File: config.mk
export PLATFORM = sky130hd
export DESIGN_NAME = ddr_axi_tg_flat
export DESIGN_NICKNAME = d
export VERILOG_FILES = /design/src/rtl/ddr_tg_pkg.sv /design/src/rtl/ddr_axi_tg_if.sv /design/src/rtl/ddr_tg_watchdog.sv /design/src/rtl/ddr_axi_tg.sv /design/src/flat_wrapper.sv
export SDC_FILE = /design/constraint.sdc
export NUM_CORES = 1
export LEC_CHECK = 0
export ABC_AREA = 1
export CORE_AREA = 2 2 275 277
export CTS_CLUSTER_SIZE = 24
export DETAILED_ROUTE_END_ITERATION = 16
export DIE_AREA = 0 0 277 279
export GPL_TIMING_DRIVEN = 0
export PLACE_DENSITY = 0.58
export SLEW_MARGIN = 20
export SYNTH_ARGS = -nofsm -noshare
export SYNTH_HDL_FRONTEND = slang
export SYNTH_SLANG_ARGS = --single-unit
File: constraint.sdc
create_clock -name core_clk -period 12.91 [get_ports core_clk]
set_input_delay 2.582 -clock core_clk [delete_from_list [all_inputs] [get_ports core_clk]]
set_output_delay 2.582 -clock core_clk [all_outputs]
set_load 0.01 [all_outputs]
File: src/rtl/ddr_tg_pkg.sv
// Shared types, constants and the data-pattern helper for the DDR AXI traffic generator.
package ddr_tg_pkg;

  typedef enum logic [2:0] {
    IDLE    = 3'd0,
    WR_ADDR = 3'd1,
    WR_DATA = 3'd2,
    RD_ADDR = 3'd3,
    RD_DATA = 3'd4,
    DONE    = 3'd5
  } tg_state_e;

  // Address advance per data beat; one controller address unit per 32-bit lane.
  localparam int BEAT_ADDR_STEP = 8;

  // Lane-0 word of a beat; lane k of the same beat carries this value + k.
  function automatic logic [31:0] tg_pattern(input logic [31:0] addr, input logic [3:0] beat);
    return addr + 32'(beat) * 32'(BEAT_ADDR_STEP);
  endfunction

endpackage

File: src/rtl/ddr_axi_tg_if.sv
// Command/data bundle between the traffic generator (master) and the DDR controller (slave).
interface ddr_axi_tg_if #(
  parameter int CTRL_ADDR_WIDTH = 28,
  parameter int MEM_DQ_WIDTH    = 32
);
  logic [CTRL_ADDR_WIDTH-1:0] axi_awaddr;
  logic [3:0]                 axi_awlen;
  logic [3:0]                 axi_awuser_id;
  logic                       axi_awuser_ap;
  logic                       axi_awvalid;
  logic                       axi_awready;

  logic [CTRL_ADDR_WIDTH-1:0] axi_araddr;
  logic [3:0]                 axi_arlen;
  logic [3:0]                 axi_aruser_id;
  logic                       axi_aruser_ap;
  logic                       axi_arvalid;
  logic                       axi_arready;

  logic [MEM_DQ_WIDTH*8-1:0]  axi_wdata;
  logic [MEM_DQ_WIDTH-1:0]    axi_wstrb;
  logic                       axi_wready;
  logic [3:0]                 axi_wusero_id;
  logic                       axi_wusero_last;

  logic [MEM_DQ_WIDTH*8-1:0]  axi_rdata;
  logic [3:0]                 axi_rid;
  logic                       axi_rlast;
  logic                       axi_rvalid;

  modport master (
    output axi_awaddr, axi_awlen, axi_awuser_id, axi_awuser_ap, axi_awvalid,
    output axi_araddr, axi_arlen, axi_aruser_id, axi_aruser_ap, axi_arvalid,
    output axi_wdata, axi_wstrb,
    input  axi_awready, axi_arready, axi_wready, axi_wusero_id, axi_wusero_last,
    input  axi_rdata, axi_rid, axi_rlast, axi_rvalid
  );

  modport slave (
    input  axi_awaddr, axi_awlen, axi_awuser_id, axi_awuser_ap, axi_awvalid,
    input  axi_araddr, axi_arlen, axi_aruser_id, axi_aruser_ap, axi_arvalid,
    input  axi_wdata, axi_wstrb,
    output axi_awready, axi_arready, axi_wready, axi_wusero_id, axi_wusero_last,
    output axi_rdata, axi_rid, axi_rlast, axi_rvalid
  );
endinterface

File: src/rtl/ddr_tg_watchdog.sv
// Stall watchdog: counts cycles without progress and flags when TIMEOUT cycles have elapsed.
module ddr_tg_watchdog #(
  parameter int TIMEOUT = 4096
) (
  input  logic clk,
  input  logic rst_n,
  input  logic en_i,
  input  logic kick_i,
  output logic timeout_o
);
  localparam int W = $clog2(TIMEOUT + 1);
  localparam logic [W-1:0] LAST = W'(TIMEOUT - 1);

  logic [W-1:0] cnt_q;

  // NOTE: sequential state uses non-blocking assignments so every register samples pre-edge values.
  always_ff @(posedge clk or negedge rst_n) begin
    if (!rst_n) begin
      cnt_q <= '0;
    end else if (!en_i || kick_i) begin
      cnt_q <= '0;
    end else if (cnt_q != LAST) begin
      cnt_q <= cnt_q + 1'b1;
    end
  end

  assign timeout_o = en_i && (cnt_q == LAST);
endmodule

File: src/rtl/ddr_axi_tg.sv
// DDR AXI traffic generator: writes NUM_BURSTS patterned bursts, reads them back and counts errors.
// Define DDR_TG_ERR_LOG_EN to capture the address/beat of the first read error in each pass.
module ddr_axi_tg
  import ddr_tg_pkg::*;
#(
  parameter int         CTRL_ADDR_WIDTH = 28,
  parameter int         MEM_DQ_WIDTH    = 32,
  parameter logic [3:0] AXI_LEN         = 4'd15,
  parameter int         NUM_BURSTS      = 16,
  parameter int         TIMEOUT         = 4096
) (
  input  logic                       core_clk,
  input  logic                       resetn,
  input  logic                       start,
  input  logic                       ddr_init_done,
  input  logic [CTRL_ADDR_WIDTH-1:0] base_addr,
  ddr_axi_tg_if.master               axi,
  output logic                       busy,
  output logic                       done,
  output logic                       err,
  output logic [15:0]                err_cnt,
  output logic [CTRL_ADDR_WIDTH-1:0] first_err_addr,
  output logic [3:0]                 first_err_beat
);
  localparam int          NUM_LANES   = MEM_DQ_WIDTH / 4;
  localparam int          DATA_W      = MEM_DQ_WIDTH * 8;
  localparam int          BURST_BYTES = (int'(AXI_LEN) + 1) * BEAT_ADDR_STEP;
  localparam logic [15:0] LAST_BURST  = 16'(NUM_BURSTS - 1);

  localparam logic [2:0] ST_IDLE    = IDLE;
  localparam logic [2:0] ST_WR_ADDR = WR_ADDR;
  localparam logic [2:0] ST_WR_DATA = WR_DATA;
  localparam logic [2:0] ST_RD_ADDR = RD_ADDR;
  localparam logic [2:0] ST_RD_DATA = RD_DATA;
  localparam logic [2:0] ST_DONE    = DONE;

  logic [2:0]                 state_q, state_d;
  logic [CTRL_ADDR_WIDTH-1:0] base_q, base_d;
  logic [15:0]                burst_q, burst_d;
  logic [3:0]                 beat_q, beat_d;
  logic [15:0]                err_cnt_q, err_cnt_d;
  logic                       done_q, done_d, err_q, err_d;

  logic [CTRL_ADDR_WIDTH-1:0] burst_addr;
  logic [DATA_W-1:0]          exp_data;
  logic                       last_beat, rd_beat_err, err_inc, beat_evt, kick, timeout;
  logic                       unused_wusero_id;

  assign unused_wusero_id = ^axi.axi_wusero_id;

  assign burst_addr = base_q + CTRL_ADDR_WIDTH'(32'(burst_q) * 32'(BURST_BYTES));
  assign last_beat  = (beat_q == AXI_LEN);
  assign busy       = (state_q == ST_WR_ADDR) || (state_q == ST_WR_DATA) ||
                      (state_q == ST_RD_ADDR) || (state_q == ST_RD_DATA);

  always_comb begin
    exp_data = '0;
    for (int k = 0; k < NUM_LANES; k++) begin
      exp_data[k*32 +: 32] = tg_pattern(32'(burst_addr), beat_q) + 32'(k);
    end
  end

  assign rd_beat_err = (state_q == ST_RD_DATA) && axi.axi_rvalid &&
                       ((axi.axi_rdata != exp_data) || (axi.axi_rid != burst_q[3:0]) ||
                        (axi.axi_rlast && !last_beat));

  always_comb begin
    // NOTE: every variable gets a default before the case so no path can infer a latch.
    state_d   = state_q;
    base_d    = base_q;
    burst_d   = burst_q;
    beat_d    = beat_q;
    err_cnt_d = err_cnt_q;
    done_d    = done_q;
    err_d     = err_q;
    err_inc   = 1'b0;
    beat_evt  = 1'b0;

    case (state_q)
      ST_IDLE: begin
        if (start && ddr_init_done) begin
          state_d   = ST_WR_ADDR;
          base_d    = base_addr;
          burst_d   = '0;
          err_cnt_d = '0;
          done_d    = 1'b0;
          err_d     = 1'b0;
        end
      end
      ST_WR_ADDR: begin
        if (axi.axi_awready) begin
          state_d = ST_WR_DATA;
          beat_d  = '0;
        end else if (timeout) begin
          err_inc = 1'b1;
          state_d = ST_DONE;
        end
      end
      ST_WR_DATA: begin
        if (axi.axi_wready) begin
          beat_evt = 1'b1;
          err_inc  = (axi.axi_wusero_last != last_beat);
          if (last_beat) begin
            beat_d = '0;
            if (burst_q < LAST_BURST) begin
              burst_d = burst_q + 16'd1;
              state_d = ST_WR_ADDR;
            end else begin
              burst_d = '0;
              state_d = ST_RD_ADDR;
            end
          end else begin
            beat_d = beat_q + 4'd1;
          end
        end else if (timeout) begin
          err_inc = 1'b1;
          state_d = ST_DONE;
        end
      end
      ST_RD_ADDR: begin
        if (axi.axi_arready) begin
          state_d = ST_RD_DATA;
          beat_d  = '0;
        end else if (timeout) begin
          err_inc = 1'b1;
          state_d = ST_DONE;
        end
      end
      ST_RD_DATA: begin
        if (axi.axi_rvalid) begin
          beat_evt = 1'b1;
          err_inc  = rd_beat_err;
          // An early rlast is already flagged by rd_beat_err and still closes the burst.
          if (axi.axi_rlast) begin
            beat_d = '0;
            if (burst_q < LAST_BURST) begin
              burst_d = burst_q + 16'd1;
              state_d = ST_RD_ADDR;
            end else begin
              burst_d = '0;
              state_d = ST_DONE;
            end
          end else begin
            beat_d = beat_q + 4'd1;
          end
        end else if (timeout) begin
          err_inc = 1'b1;
          state_d = ST_DONE;
        end
      end
      ST_DONE: begin
        if (start) state_d = ST_IDLE;
      end
      default: state_d = ST_IDLE;
    endcase

    if (err_inc && (err_cnt_q != 16'hFFFF)) err_cnt_d = err_cnt_q + 16'd1;

    if ((state_d == ST_DONE) && (state_q != ST_DONE)) begin
      done_d = 1'b1;
      err_d  = (err_cnt_d != '0);
    end
  end

  assign kick = beat_evt || (state_d != state_q);

  ddr_tg_watchdog #(.TIMEOUT(TIMEOUT)) u_wdog (
    .clk      (core_clk),
    .rst_n    (resetn),
    .en_i     (busy),
    .kick_i   (kick),
    .timeout_o(timeout)
  );

  always_ff @(posedge core_clk or negedge resetn) begin
    if (!resetn) begin
      state_q   <= ST_IDLE;
      base_q    <= '0;
      burst_q   <= '0;
      beat_q    <= '0;
      err_cnt_q <= '0;
      done_q    <= 1'b0;
      err_q     <= 1'b0;
    end else begin
      state_q   <= state_d;
      base_q    <= base_d;
      burst_q   <= burst_d;
      beat_q    <= beat_d;
      err_cnt_q <= err_cnt_d;
      done_q    <= done_d;
      err_q     <= err_d;
    end
  end

  assign done    = done_q;
  assign err     = err_q;
  assign err_cnt = err_cnt_q;

  assign axi.axi_awvalid   = (state_q == ST_WR_ADDR);
  assign axi.axi_awaddr    = (state_q == ST_WR_ADDR) ? burst_addr : '0;
  assign axi.axi_awlen     = AXI_LEN;
  assign axi.axi_awuser_id = burst_q[3:0];
  assign axi.axi_awuser_ap = 1'b1;
  assign axi.axi_arvalid   = (state_q == ST_RD_ADDR);
  assign axi.axi_araddr    = (state_q == ST_RD_ADDR) ? burst_addr : '0;
  assign axi.axi_arlen     = AXI_LEN;
  assign axi.axi_aruser_id = burst_q[3:0];
  assign axi.axi_aruser_ap = 1'b1;
  assign axi.axi_wdata     = (state_q == ST_WR_DATA) ? exp_data : '0;
  assign axi.axi_wstrb     = '1;

`ifdef DDR_TG_ERR_LOG_EN
  logic [CTRL_ADDR_WIDTH-1:0] first_addr_q;
  logic [3:0]                 first_beat_q;
  logic                       logged_q;

  always_ff @(posedge core_clk or negedge resetn) begin
    if (!resetn) begin
      first_addr_q <= '0;
      first_beat_q <= '0;
      logged_q     <= 1'b0;
    end else if ((state_q == ST_IDLE) && start && ddr_init_done) begin
      first_addr_q <= '0;
      first_beat_q <= '0;
      logged_q     <= 1'b0;
    end else if (rd_beat_err && !logged_q) begin
      first_addr_q <= burst_addr;
      first_beat_q <= beat_q;
      logged_q     <= 1'b1;
    end
  end

  assign first_err_addr = first_addr_q;
  assign first_err_beat = first_beat_q;
`else
  assign first_err_addr = '0;
  assign first_err_beat = '0;
`endif

endmodule

File: src/flat_wrapper.sv
// flat-port wrapper written by rule: the top's interface ports become plain ports
module ddr_axi_tg_flat import ddr_tg_pkg::*;
#(
  parameter int         CTRL_ADDR_WIDTH = 28,
  parameter int         MEM_DQ_WIDTH    = 32,
  parameter logic [3:0] AXI_LEN         = 4'd15,
  parameter int         NUM_BURSTS      = 16,
  parameter int         TIMEOUT         = 4096
)
  (core_clk, resetn, start, ddr_init_done, base_addr, busy, done, err, err_cnt, first_err_addr, first_err_beat, axi_axi_awaddr, axi_axi_awlen, axi_axi_awuser_id, axi_axi_awuser_ap, axi_axi_awvalid, axi_axi_araddr, axi_axi_arlen, axi_axi_aruser_id, axi_axi_aruser_ap, axi_axi_arvalid, axi_axi_wdata, axi_axi_wstrb, axi_axi_awready, axi_axi_arready, axi_axi_wready, axi_axi_wusero_id, axi_axi_wusero_last, axi_axi_rdata, axi_axi_rid, axi_axi_rlast, axi_axi_rvalid);
  ddr_axi_tg_if #(.CTRL_ADDR_WIDTH(CTRL_ADDR_WIDTH), .MEM_DQ_WIDTH(MEM_DQ_WIDTH)) axi_i ();
  input  logic core_clk;
  input  logic resetn;
  input  logic start;
  input  logic ddr_init_done;
  input  logic [CTRL_ADDR_WIDTH-1:0] base_addr;
  output logic busy;
  output logic done;
  output logic err;
  output logic [15:0] err_cnt;
  output logic [CTRL_ADDR_WIDTH-1:0] first_err_addr;
  output logic [3:0] first_err_beat;
  output wire logic [$bits(axi_i.axi_awaddr)-1:0] axi_axi_awaddr;
  output wire logic [$bits(axi_i.axi_awlen)-1:0] axi_axi_awlen;
  output wire logic [$bits(axi_i.axi_awuser_id)-1:0] axi_axi_awuser_id;
  output wire logic [$bits(axi_i.axi_awuser_ap)-1:0] axi_axi_awuser_ap;
  output wire logic [$bits(axi_i.axi_awvalid)-1:0] axi_axi_awvalid;
  output wire logic [$bits(axi_i.axi_araddr)-1:0] axi_axi_araddr;
  output wire logic [$bits(axi_i.axi_arlen)-1:0] axi_axi_arlen;
  output wire logic [$bits(axi_i.axi_aruser_id)-1:0] axi_axi_aruser_id;
  output wire logic [$bits(axi_i.axi_aruser_ap)-1:0] axi_axi_aruser_ap;
  output wire logic [$bits(axi_i.axi_arvalid)-1:0] axi_axi_arvalid;
  output wire logic [$bits(axi_i.axi_wdata)-1:0] axi_axi_wdata;
  output wire logic [$bits(axi_i.axi_wstrb)-1:0] axi_axi_wstrb;
  input wire logic [$bits(axi_i.axi_awready)-1:0] axi_axi_awready;
  input wire logic [$bits(axi_i.axi_arready)-1:0] axi_axi_arready;
  input wire logic [$bits(axi_i.axi_wready)-1:0] axi_axi_wready;
  input wire logic [$bits(axi_i.axi_wusero_id)-1:0] axi_axi_wusero_id;
  input wire logic [$bits(axi_i.axi_wusero_last)-1:0] axi_axi_wusero_last;
  input wire logic [$bits(axi_i.axi_rdata)-1:0] axi_axi_rdata;
  input wire logic [$bits(axi_i.axi_rid)-1:0] axi_axi_rid;
  input wire logic [$bits(axi_i.axi_rlast)-1:0] axi_axi_rlast;
  input wire logic [$bits(axi_i.axi_rvalid)-1:0] axi_axi_rvalid;
  assign axi_axi_awaddr = axi_i.axi_awaddr;
  assign axi_axi_awlen = axi_i.axi_awlen;
  assign axi_axi_awuser_id = axi_i.axi_awuser_id;
  assign axi_axi_awuser_ap = axi_i.axi_awuser_ap;
  assign axi_axi_awvalid = axi_i.axi_awvalid;
  assign axi_axi_araddr = axi_i.axi_araddr;
  assign axi_axi_arlen = axi_i.axi_arlen;
  assign axi_axi_aruser_id = axi_i.axi_aruser_id;
  assign axi_axi_aruser_ap = axi_i.axi_aruser_ap;
  assign axi_axi_arvalid = axi_i.axi_arvalid;
  assign axi_axi_wdata = axi_i.axi_wdata;
  assign axi_axi_wstrb = axi_i.axi_wstrb;
  assign axi_i.axi_awready = axi_axi_awready;
  assign axi_i.axi_arready = axi_axi_arready;
  assign axi_i.axi_wready = axi_axi_wready;
  assign axi_i.axi_wusero_id = axi_axi_wusero_id;
  assign axi_i.axi_wusero_last = axi_axi_wusero_last;
  assign axi_i.axi_rdata = axi_axi_rdata;
  assign axi_i.axi_rid = axi_axi_rid;
  assign axi_i.axi_rlast = axi_axi_rlast;
  assign axi_i.axi_rvalid = axi_axi_rvalid;
  ddr_axi_tg #(.CTRL_ADDR_WIDTH(CTRL_ADDR_WIDTH), .MEM_DQ_WIDTH(MEM_DQ_WIDTH), .AXI_LEN(AXI_LEN), .NUM_BURSTS(NUM_BURSTS), .TIMEOUT(TIMEOUT)) u_core (.core_clk(core_clk), .resetn(resetn), .start(start), .ddr_init_done(ddr_init_done), .base_addr(base_addr), .axi(axi_i), .busy(busy), .done(done), .err(err), .err_cnt(err_cnt), .first_err_addr(first_err_addr), .first_err_beat(first_err_beat));
endmodule
Word level (Yosys, flattened, before mapping)
Index checks and enable logic that the tools add are counted.
- input bits: 302
- output and inout bits: 415
- register bits after elaboration: 82
- reduce and logical (&&, ||, !) cells: 27
- equality and inequality tests: 22
- $add $sub $neg: 13
- order comparisons: 1
- multiplexer cells: 47
- operators with widths (kind ; count):
    2-to-1 mux 256 bit ; 1
    != test 256 bit ; 1
    2-to-1 mux 16 bit ; 9
    adder 32 x 3 -> 32 bit (second input constant) ; 4
    adder 32 x 2 -> 32 bit (second input constant) ; 2
    2-to-1 mux 28 bit ; 2
    one-hot mux 16 bit (3 select lines) ; 1
    adder 16 x 1 -> 16 bit (second input constant) ; 2
    adder 32 x 1 -> 32 bit (second input constant) ; 1
    2-to-1 mux 3 bit ; 10
    adder 28 x 7 -> 29 bit ; 1
    adder 28 x 23 -> 28 bit ; 1
    2-to-1 mux 13 bit ; 2
    2-to-1 mux 4 bit ; 6
    one-hot mux 3 bit (6 select lines) ; 1
    less-than comparator 16 x 4 -> 1 bit (second input constant) ; 1
    != test 16 bit (second input constant) ; 1
    one-hot mux 4 bit (4 select lines) ; 1
    nonzero test 16 bit ; 1
    adder 13 x 1 -> 13 bit (second input constant) ; 1
    equality test 13 x 12 -> 1 bit (second input constant) ; 1
    != test 13 x 12 -> 1 bit (second input constant) ; 1
    2-to-1 mux 1 bit ; 11
    equality test 3 bit (second input constant) ; 3
    other kinds (23) ; 45

Longest topological paths before layout
Gate-level depths: netlist of the first run.
- depth in word-level cells: 13
- mapped depth: 45

Modules after synthesis
A second synthesis of the first run with hierarchy kept.
- cells, all modules: 3428
- area total of the unflattened synthesis: 17674.5 um^2
- modules (own cells, without submodules) (module ; instances ; seq. area each (um^2) ; area each (um^2) ; cells an instance):
    ddr_axi_tg ; 1 ; 1726.7 ; 16869.9 ; 3322
    ddr_tg_watchdog ; 1 ; 325.3 ; 804.5 ; 106

Worst setup path after synthesis of the first run
No wires, ideal clock.
- path type: register to output
- from: register u_core.burst_q[0]
- to: output port axi_axi_wdata[187]
- arrival: 3234 ps
- cell stages (with the launch flop): 19
- data required time: 10328 ps
- path buffers: 2
- setup slack: 7094 ps
- cell sequence: dfrtp_1 -> ha_1 -> inv_1 -> fa_1 -> nor2_1 -> nand3_2 -> nor2_2 -> nand2_2 -> nor2_4 -> nand2_2 -> nor2_2 -> nand4_1 -> nand2_1 -> buf_4 -> nand2_2 -> nor2_2 -> buf_6 -> nand4_1 -> a21oi_1
- longest elaborated chain between the ends: 4
- RTL lines (item ; line ; source):
    from (decl) ; ddr_axi_tg.sv:39 ; logic [15:0] burst_q, burst_d;
    from (signal assigned) ; ddr_axi_tg.sv:187 ; burst_q <= burst_d;
    adder 28 x 23 -> 28 bit ; ddr_axi_tg.sv:51 ; assign burst_addr = base_q + CTRL_ADDR_WIDTH'(32'(burst_q) * 32'(BURST_BYTES));
    adder 28 x 7 -> 29 bit ; ddr_tg_pkg.sv:18 ; return addr + 32'(beat) * 32'(BEAT_ADDR_STEP);
    adder 32 x 3 -> 32 bit ; ddr_axi_tg.sv:59 ; exp_data[k*32 +: 32] = tg_pattern(32'(burst_addr), beat_q) + 32'(k);
    2-to-1 mux 256 bit ; ddr_axi_tg.sv:209 ; assign axi.axi_wdata = (state_q == ST_WR_DATA) ? exp_data : '0;
    to (decl) ; flat_wrapper.sv:33 ; output wire logic [$bits(axi_i.axi_wdata)-1:0] axi_axi_wdata;
No other way between the ends.

Worst setup path after layout of the first run
- from: register u_core.base_q[0]
- to: output port axi_axi_wdata[116]
- longest elaborated chain between the ends: 4
- RTL lines (item ; line ; source):
    from (decl) ; ddr_axi_tg.sv:38 ; logic [CTRL_ADDR_WIDTH-1:0] base_q, base_d;
    from (signal assigned) ; ddr_axi_tg.sv:186 ; base_q <= base_d;
    adder 28 x 23 -> 28 bit ; ddr_axi_tg.sv:51 ;
    adder 28 x 7 -> 29 bit ; ddr_tg_pkg.sv:18 ;
    adder 32 x 2 -> 32 bit ; ddr_axi_tg.sv:59 ;
    2-to-1 mux 256 bit ; ddr_axi_tg.sv:209 ;
No other way between the ends.

==> summary.txt, run 1 <==
Route
  – Count of TritonRoute iterations in the first routing pass: 6
  – Drt total wl: 119 mm
  – Post-detailed-route wirelength per cell: 23.1 µm
  – Count of nets left with antenna violations after detail routing: 0
  – Post-detailed-route DRC marker count: 0
  – Via count: around 25000
  – Per-cell via count in the routed design: 4.88
  – Initial DRC count: ~2300

CTS
  – Number of buffers created by CTS: 9
  – Number of setup buffers added after CTS: 0
  – Number of hold-repair buffers added at the cts stage: 0
  – Cell chosen for the clock root: sky130_fd_sc_hd__clkbuf_16
  – Num Clock Sinks: 82
  – Clock-pin slew of the registers on the worst-case setup and hold paths: 0.07 ns
  – H-tree depth reported by CTS: 3
  – Clock latency at the later pin of the worst-skew pair: 0.35 ns
  – Largest buffer count on any clock path: 2
  – Clock tree from TritonCTS: yes
  – Quantity of gates resized following cts: 0

Power
  – Max IR drop VDD: roughly 130 µV
  – Clock network power share: 5.0%
  – Power share of the sequential group: 7.9%
  – Leak pwr: 12.6 nW
  – Power, Total: 5.36 mW
  – Internal cell power: ~1.9 mW
  – Total power divided by cell area: between 200 and 250 nW/µm²
  – Switch share: 64.1%
  – Combinational cell fraction of total power: 87.2%
  – Switching pwr: 3.44 mW

Logic synthesis
  – Warning count from the yosys run: 0
  – Synth unique cells: 55
  – Number of synthesized flops with an enable pin: 0
  – Post-synthesis async set-or-reset flop share: 100%
  – Post-synthesis average cell area: 5.15 µm²
  – Seq cells post-synth: 82
  – Portion of synthesized cell area occupied by the leading cell type: 26.1%
  – Register area share after synthesis: 11.6%
  – Most used DFF post-synth: sky130_fd_sc_hd__dfrtp_1
  – Leading cell types by total area after synthesis: sky130_fd_sc_hd__nand2_1 (26%), sky130_fd_sc_hd__nor2_1 (12%), sky130_fd_sc_hd__dfrtp_1 (12%)
  – Largest area contributor in the synthesized netlist: sky130_fd_sc_hd__nand2_1
  – Post-Synthesis Cell Area: 17800 µm²
  – Number of instances in the synthesized netlist: 3448

Placed design
  – Routability cong.: 0.988
  – Placed wire-length estimate: 101 mm
  – Placed inst area: 25600 µm²
  – Cell count after placement: 5130
  – Number of buffer cells added on primary ports: roughly 600
  – Placement-stage worst setup slack: about 5 ns

GRT
  – Largest net degree at the start of global routing: 57
  – Initial antenna violation count: 26
  – Number of global-route vias before repair: approximately 23000
  – Total global-route track usage: just under 30%
  – Final global-route overflow total: 0
  – First-pass GRT wire length: 164 mm

STA
  – Crit path setup slack, layout: 4.45 ns
  – Final critical path time including I/O delays and setup: 8.46 ns
  – Part of the cycle the worst path needs: 65.5%
  – Setup clock skew after layout: 0.0127 ns
  – Worst max-slew margin expressed relative to the limit: 17.6%
  – Hold Slack: 0.476 ns
  – Max-slew violation total from the final report: 0
  – RSZ-0062 raised after global routing: no
  – Worst-margin pin slew: between 1 and 1.5 ns
  – Max Fclk: 118 MHz
  – Final number of setup-violating endpoints: 0
  – Hold violation total from the final report: 0
  – Setup_tns: 0 ns

Setup path
  – Required time of the critical path: approximately 10 ns
  – Category of the worst setup path launch point: flop
  – Critical path startpoint: u_core.base_q[0]
  – Cell mode on critical path: sky130_fd_sc_hd__nor2_1
  – Buf/Inv on CP: 6
  – Worst path cell trace: clkbuf_1 -> inv_1 -> clkbuf_1 -> ha_1 -> inv_1 -> nand3_1 -> nor2_1 -> inv_1 -> nor2_1 -> nand2_1 -> nor2_1 -> nand3_1 -> nand2_1 -> nand2_1 -> nor2_1 -> clkdlybuf4s50_1
  – Kind of critical path: flop to output pin
  – Arrival time worst endpoint: about 5.9 ns
  – Cell family contributing the most delay on the critical path: simple AND/OR/NAND/NOR gates
  – WP depth: 16
  – Largest stage delay, worst path: 0.86 ns
  – CP max-delay cell: sky130_fd_sc_hd__nor2_1
  – Worst reg2reg path depth: 40
  – Type of destination of the critical path: output pin
  – Largest fanout of any net on the critical path: 10
  – Reg-to-reg startpoint: u_core.base_q[2]

Die
  – Die outline width: 277 µm
  – FP Rows: 100
  – Area of the die: 77300 µm²
  – Starting utilization of the core area: between 20% and 30%
  – Vert. Die Dim: ~280 µm
  – Placeable Area: 74100 µm²
  – Top Ports: 717

Final layout
  – Signed area change from the synthesized netlist to the final layout: 45.7%
  – Final standard cell utilization of the core: 34.9%
  – Share of post-route cells with drive strength above 1: approximately 8.3%
  – Post-route cell area: 25900 µm²
  – Number of nets in the layout: 4509
  – Final non-filler cell total: 5155

Worst hold path
  – Hold path depth: 1
  – Path class of the lowest-slack min-delay path: flop to flop
  – Hold Startpoint: u_core.u_wdog.cnt_q[0]

Job
  – # Max-Cap Violations: 0

Run status
  – Result of the run: complete, no violations
[metal layers]
layer	routed length (µm)	GRT usage, %
met1	47700	35.9
met3	11600	7.71
met5	241	0
met4	4390	9.45
met2	55300	49.7
[kinds of logic after synthesis]
family | synth area share [%]
xor+xnor | 2.90
simple gates | 60.9
flops | 11.6
buf+inv | 16.2
other cells | 0.0423
compound gates | 5.90
fa+ha+maj | 2.55
[worst reg2reg max path, delay by kind of cell (launching register included)]
| family | cells | cell delay [ns] |
|---|---|---|
| adder cells (fa/ha/maj) | 1 | 0.47 |
| buffers and inverters | 5 | 1.72 |
| flip-flops | 1 | 0.45 |
| AND/OR/NAND/NOR | 34 | 5.21 |
[final cells by class]
class                   count  area, µm²
fillers                  8402      48200
multi-input cells        2843      13200
repair buffers            617       6210
flip-flops and latches     82       2050
inverters                 414       1560
plain buffers             205       1330
well taps                 969       1210
clock buffers               9        225
clock inverters             7       76.3
diodes                      9       22.5
[power by group through the flow]
stage / Sequential (mW) / Clock, mW / Combinational [mW]
final: 0.421 / 0.266 / 4.67
after global routing: 0.430 / 0.281 / 5.01
after CTS: 0.420 / 0.272 / 4.60
after detailed placement: 0.423 / 0 / 4.58
after global placement: 0.424 / 0 / 4.56
after floorplan: 0.394 / 0 / 2.52
[flip-flops by register name (all words and copies together), names as in the netlist]
name	flops
u_core.err_cnt	16
u_core.beat_q	4
u_core.err	1
u_core.base_q	28
u_core.state_q	3
u_core.burst_q	16
u_core.done	1
u_core.u_wdog.cnt_q	13
[synthesized netlist by cell type (all sizes together) (34+ instances only)]
master     n
inv      401
nand3    389
buf      152
xor2      39
o21ai     67
nand4     66
a21oi    109
dfrtp     82
clkbuf    53
nor2     596
nor3      34
nand3b    59
nand2   1296
[worst paths after layout]
path | slack (ns) | endpoint
max | 4.45 | axi_axi_wdata[116]
min | 0.48 | u_core.u_wdog.cnt_q[0]
max reg2reg | 4.96 | u_core.err
min reg2reg | 0.48 | u_core.u_wdog.cnt_q[0]
max in group asynchronous | 10.25 | u_core.beat_q[0]
min in group asynchronous | 2.21 | u_core.u_wdog.cnt_q[10]
[cells in the final DEF, fill, tap and decap left out, drive strengths merged, types with 33 or more instances in the layout]
cell | netlist | layout
ha | 33 | 33
nand2 | 1296 | 1296
xor2 | 39 | 39
nand4 | 66 | 66
a21oi | 109 | 109
dfrtp | 82 | 82
clkbuf | 53 | 62
o21ai | 67 | 67
clkdlybuf4s50 | 0 | 613
nor3 | 34 | 34
nand3 | 389 | 389
conb | 2 | 98
inv | 401 | 407
nor2 | 596 | 596
nand3b | 59 | 59
buf | 152 | 156
No activity file was read; power rests on OpenSTA's default activity.
==> inputs of run 2 (changes only) <==
--- a/config.mk
+++ b/config.mk
@@ -11,7 +11,7 @@
 export DETAILED_ROUTE_END_ITERATION = 16
 export DIE_AREA = 0 0 277 279
 export GPL_TIMING_DRIVEN = 0
-export PLACE_DENSITY = 0.58
+export PLACE_DENSITY = 0.6
 export SLEW_MARGIN = 20
 export SYNTH_ARGS = -nofsm -noshare
 export SYNTH_HDL_FRONTEND = slang
==> constraint.sdc (replaced) <==
create_clock -name core_clk -period 7.5 [get_ports core_clk]
set_input_delay 1.5 -clock core_clk [delete_from_list [all_inputs] [get_ports core_clk]]
set_output_delay 1.5 -clock core_clk [all_outputs]
set_load 0.01 [all_outputs]
==> summary.txt, run 2 (synthesis results as in run 1) <==
Run status
  – Result of the run: complete, no violations

Setup path
  – Cell mode on critical path: sky130_fd_sc_hd__nand2_1
  – Arrival time worst endpoint: 7.42 ns
  – Kind of critical path: flop to flop
  – Largest fanout of any net on the critical path: 12
  – Type of destination of the critical path: flop
  – Largest stage delay, worst path: 0.64 ns
  – Category of the worst setup path launch point: flop
  – Required time of the critical path: 7.75 ns
  – CP max-delay cell: sky130_fd_sc_hd__dfrtp_1
  – Cell family contributing the most delay on the critical path: simple AND/OR/NAND/NOR gates
  – Buf/Inv on CP: 5

CTS
  – Number of buffers created by CTS: 9
  – Cell chosen for the clock root: sky130_fd_sc_hd__clkbuf_16
  – Clock-pin slew of the registers on the worst-case setup and hold paths: 0.07 ns
  – Num Clock Sinks: 82
  – Clock tree from TritonCTS: yes
  – Largest buffer count on any clock path: 2
  – Number of hold-repair buffers added at the cts stage: 0
  – H-tree depth reported by CTS: 3
  – Clock latency at the later pin of the worst-skew pair: about 0.35 ns

Route
  – Per-cell via count in the routed design: 4.88
  – Initial DRC count: 2318
  – Count of nets left with antenna violations after detail routing: 0
  – Count of TritonRoute iterations in the first routing pass: 8
  – Post-detailed-route DRC marker count: 0
  – Via count: 25100
  – Drt total wl: 119 mm
  – Post-detailed-route wirelength per cell: 23.1 µm

Final layout
  – Highest-count cells in the layout ignoring fill and taps: sky130_fd_sc_hd__nand2_1 (1236), sky130_fd_sc_hd__clkdlybuf4s50_1 (613), sky130_fd_sc_hd__nor2_1 (540)
  – Share of post-route cells with drive strength above 1: between 8 and 9%
  – Signed area change from the synthesized netlist to the final layout: 45.8%
  – Number of nets in the layout: 4509
  – Register name with the most flops: u_core.base_q
  – Final non-filler cell total: 5149
  – Leading cell type in the layout, fill and taps excluded: sky130_fd_sc_hd__nand2_1
  – Number of flip-flops under the largest register name: 28

Power
  – Max IR drop VDD: 200 µV
  – Leak pwr: 12.6 nW
  – Total power divided by cell area: 357 nW/µm²

Worst hold path
  – Path class of the lowest-slack min-delay path: flop to flop

STA
  – Worst max-slew margin expressed relative to the limit: 17.4%
  – RSZ-0062 raised after global routing: no
  – Final number of setup-violating endpoints: 0
  – Setup clock skew after layout: 0.00872 ns
  – Final critical path time including I/O delays and setup: about 7 ns
  – Hold violation total from the final report: 0
  – Worst-margin pin slew: 1.24 ns
  – Max Fclk: 139 MHz
  – Part of the cycle the worst path needs: 95.7%
  – Max-slew violation total from the final report: 0
  – Crit path setup slack, layout: 0.323 ns

Placed design
  – Cell count after placement: between 5000 and 6000
  – Routability cong.: 1.05
  – Number of buffer cells added on primary ports: 614
  – Placement-stage worst setup slack: -0.132 ns
  – Placed wire-length estimate: 101 mm

Die
  – Starting utilization of the core area: between 20% and 30%
  – Vert. Die Dim: 279 µm
  – Placeable Area: 74100 µm²
  – Die outline width: 277 µm
  – Area of the die: 77300 µm²
  – Top Ports: roughly 700
  – FP Rows: 100

GRT
  – Initial antenna violation count: 24
  – Final global-route overflow total: 0
  – Total global-route track usage: roughly 29%
  – Largest net degree at the start of global routing: 56
  – First-pass GRT wire length: 166 mm
  – Number of global-route vias before repair: roughly 23000

Job
  – # Max-Cap Violations: 0
[run 2: what timing repair did]
item,4_1_cts,5_1_grt
gates resized for setup,0,14
buffers inserted,0,4
setup endpoints to repair,1,2
[run 2: layout make-up]
class | instances | area, µm²
diodes | 3 | 7.51
plain buffers | 203 | 1320
clock buffers | 9 | 225
repair buffers | 619 | 6200
multi-input cells | 2843 | 13200
inverters | 414 | 1570
flip-flops and latches | 82 | 2050
fillers | 8409 | 48200
well taps | 969 | 1210
clock inverters | 7 | 81.3
[run 2: path summary, 6_finish.rpt]
kind,start,slack [ns],end,cells past startpoint
setup / recovery,u_core.base_q[1],0.32,u_core.err,37
hold / removal,u_core.u_wdog.cnt_q[0],0.46,u_core.u_wdog.cnt_q[0],1
setup reg to reg,u_core.base_q[1],0.32,u_core.err,37
hold reg to reg,u_core.u_wdog.cnt_q[0],0.46,u_core.u_wdog.cnt_q[0],1
max in group asynchronous,resetn,5.81,u_core.burst_q[0],2
min in group asynchronous,resetn,1.07,u_core.u_wdog.cnt_q[10],1
[run 2: stage by stage]
step	power (mW)	cell area, µm²	setup TNS [ns]	hold WS [ns]	utilization (%)
after CTS	9.13	25800	0	0.472	34.9
final	9.24	25900	0	0.465	35.0
after global placement	8.60	25500	-0.101	0.457	34.4
after detailed placement	8.63	25500	-0.132	0.462	34.4
after global routing	9.91	25900	0	0.482	35.0
after floorplan	5.01	18100	0	0.433	-
[run 2: power breakdown]
part	internal (mW)	leakage [nW]	switching (mW)
Combinational	2.51	11.3	5.55
Clock	0.239	0.150	0.218
Sequential	0.568	1.09	0.155
Total	3.32	12.6	5.92
[run 2: layer usage]
layer,wire length (µm),vias up,global-route usage (%)
met5,207,-,0
met3,11300,222,7.49
met1,48500,11400,36.7
met4,4520,34,9.78
met2,54400,1338,49.3
li1,-,12100,-
==> inputs of run 3 (changes only) <==
--- a/config.mk
+++ b/config.mk
@@ -7,11 +7,11 @@
 export LEC_CHECK = 0
 export ABC_AREA = 1
 export CORE_AREA = 2 2 275 277
-export CTS_CLUSTER_SIZE = 24
 export DETAILED_ROUTE_END_ITERATION = 16
 export DIE_AREA = 0 0 277 279
 export GPL_TIMING_DRIVEN = 0
 export PLACE_DENSITY = 0.6
+export SKIP_LAST_GASP = 1
 export SLEW_MARGIN = 20
 export SYNTH_ARGS = -nofsm -noshare
 export SYNTH_HDL_FRONTEND = slang
==> results of run 3 <==
No change in the layout: final DEF, timing and power equal those of run 2.
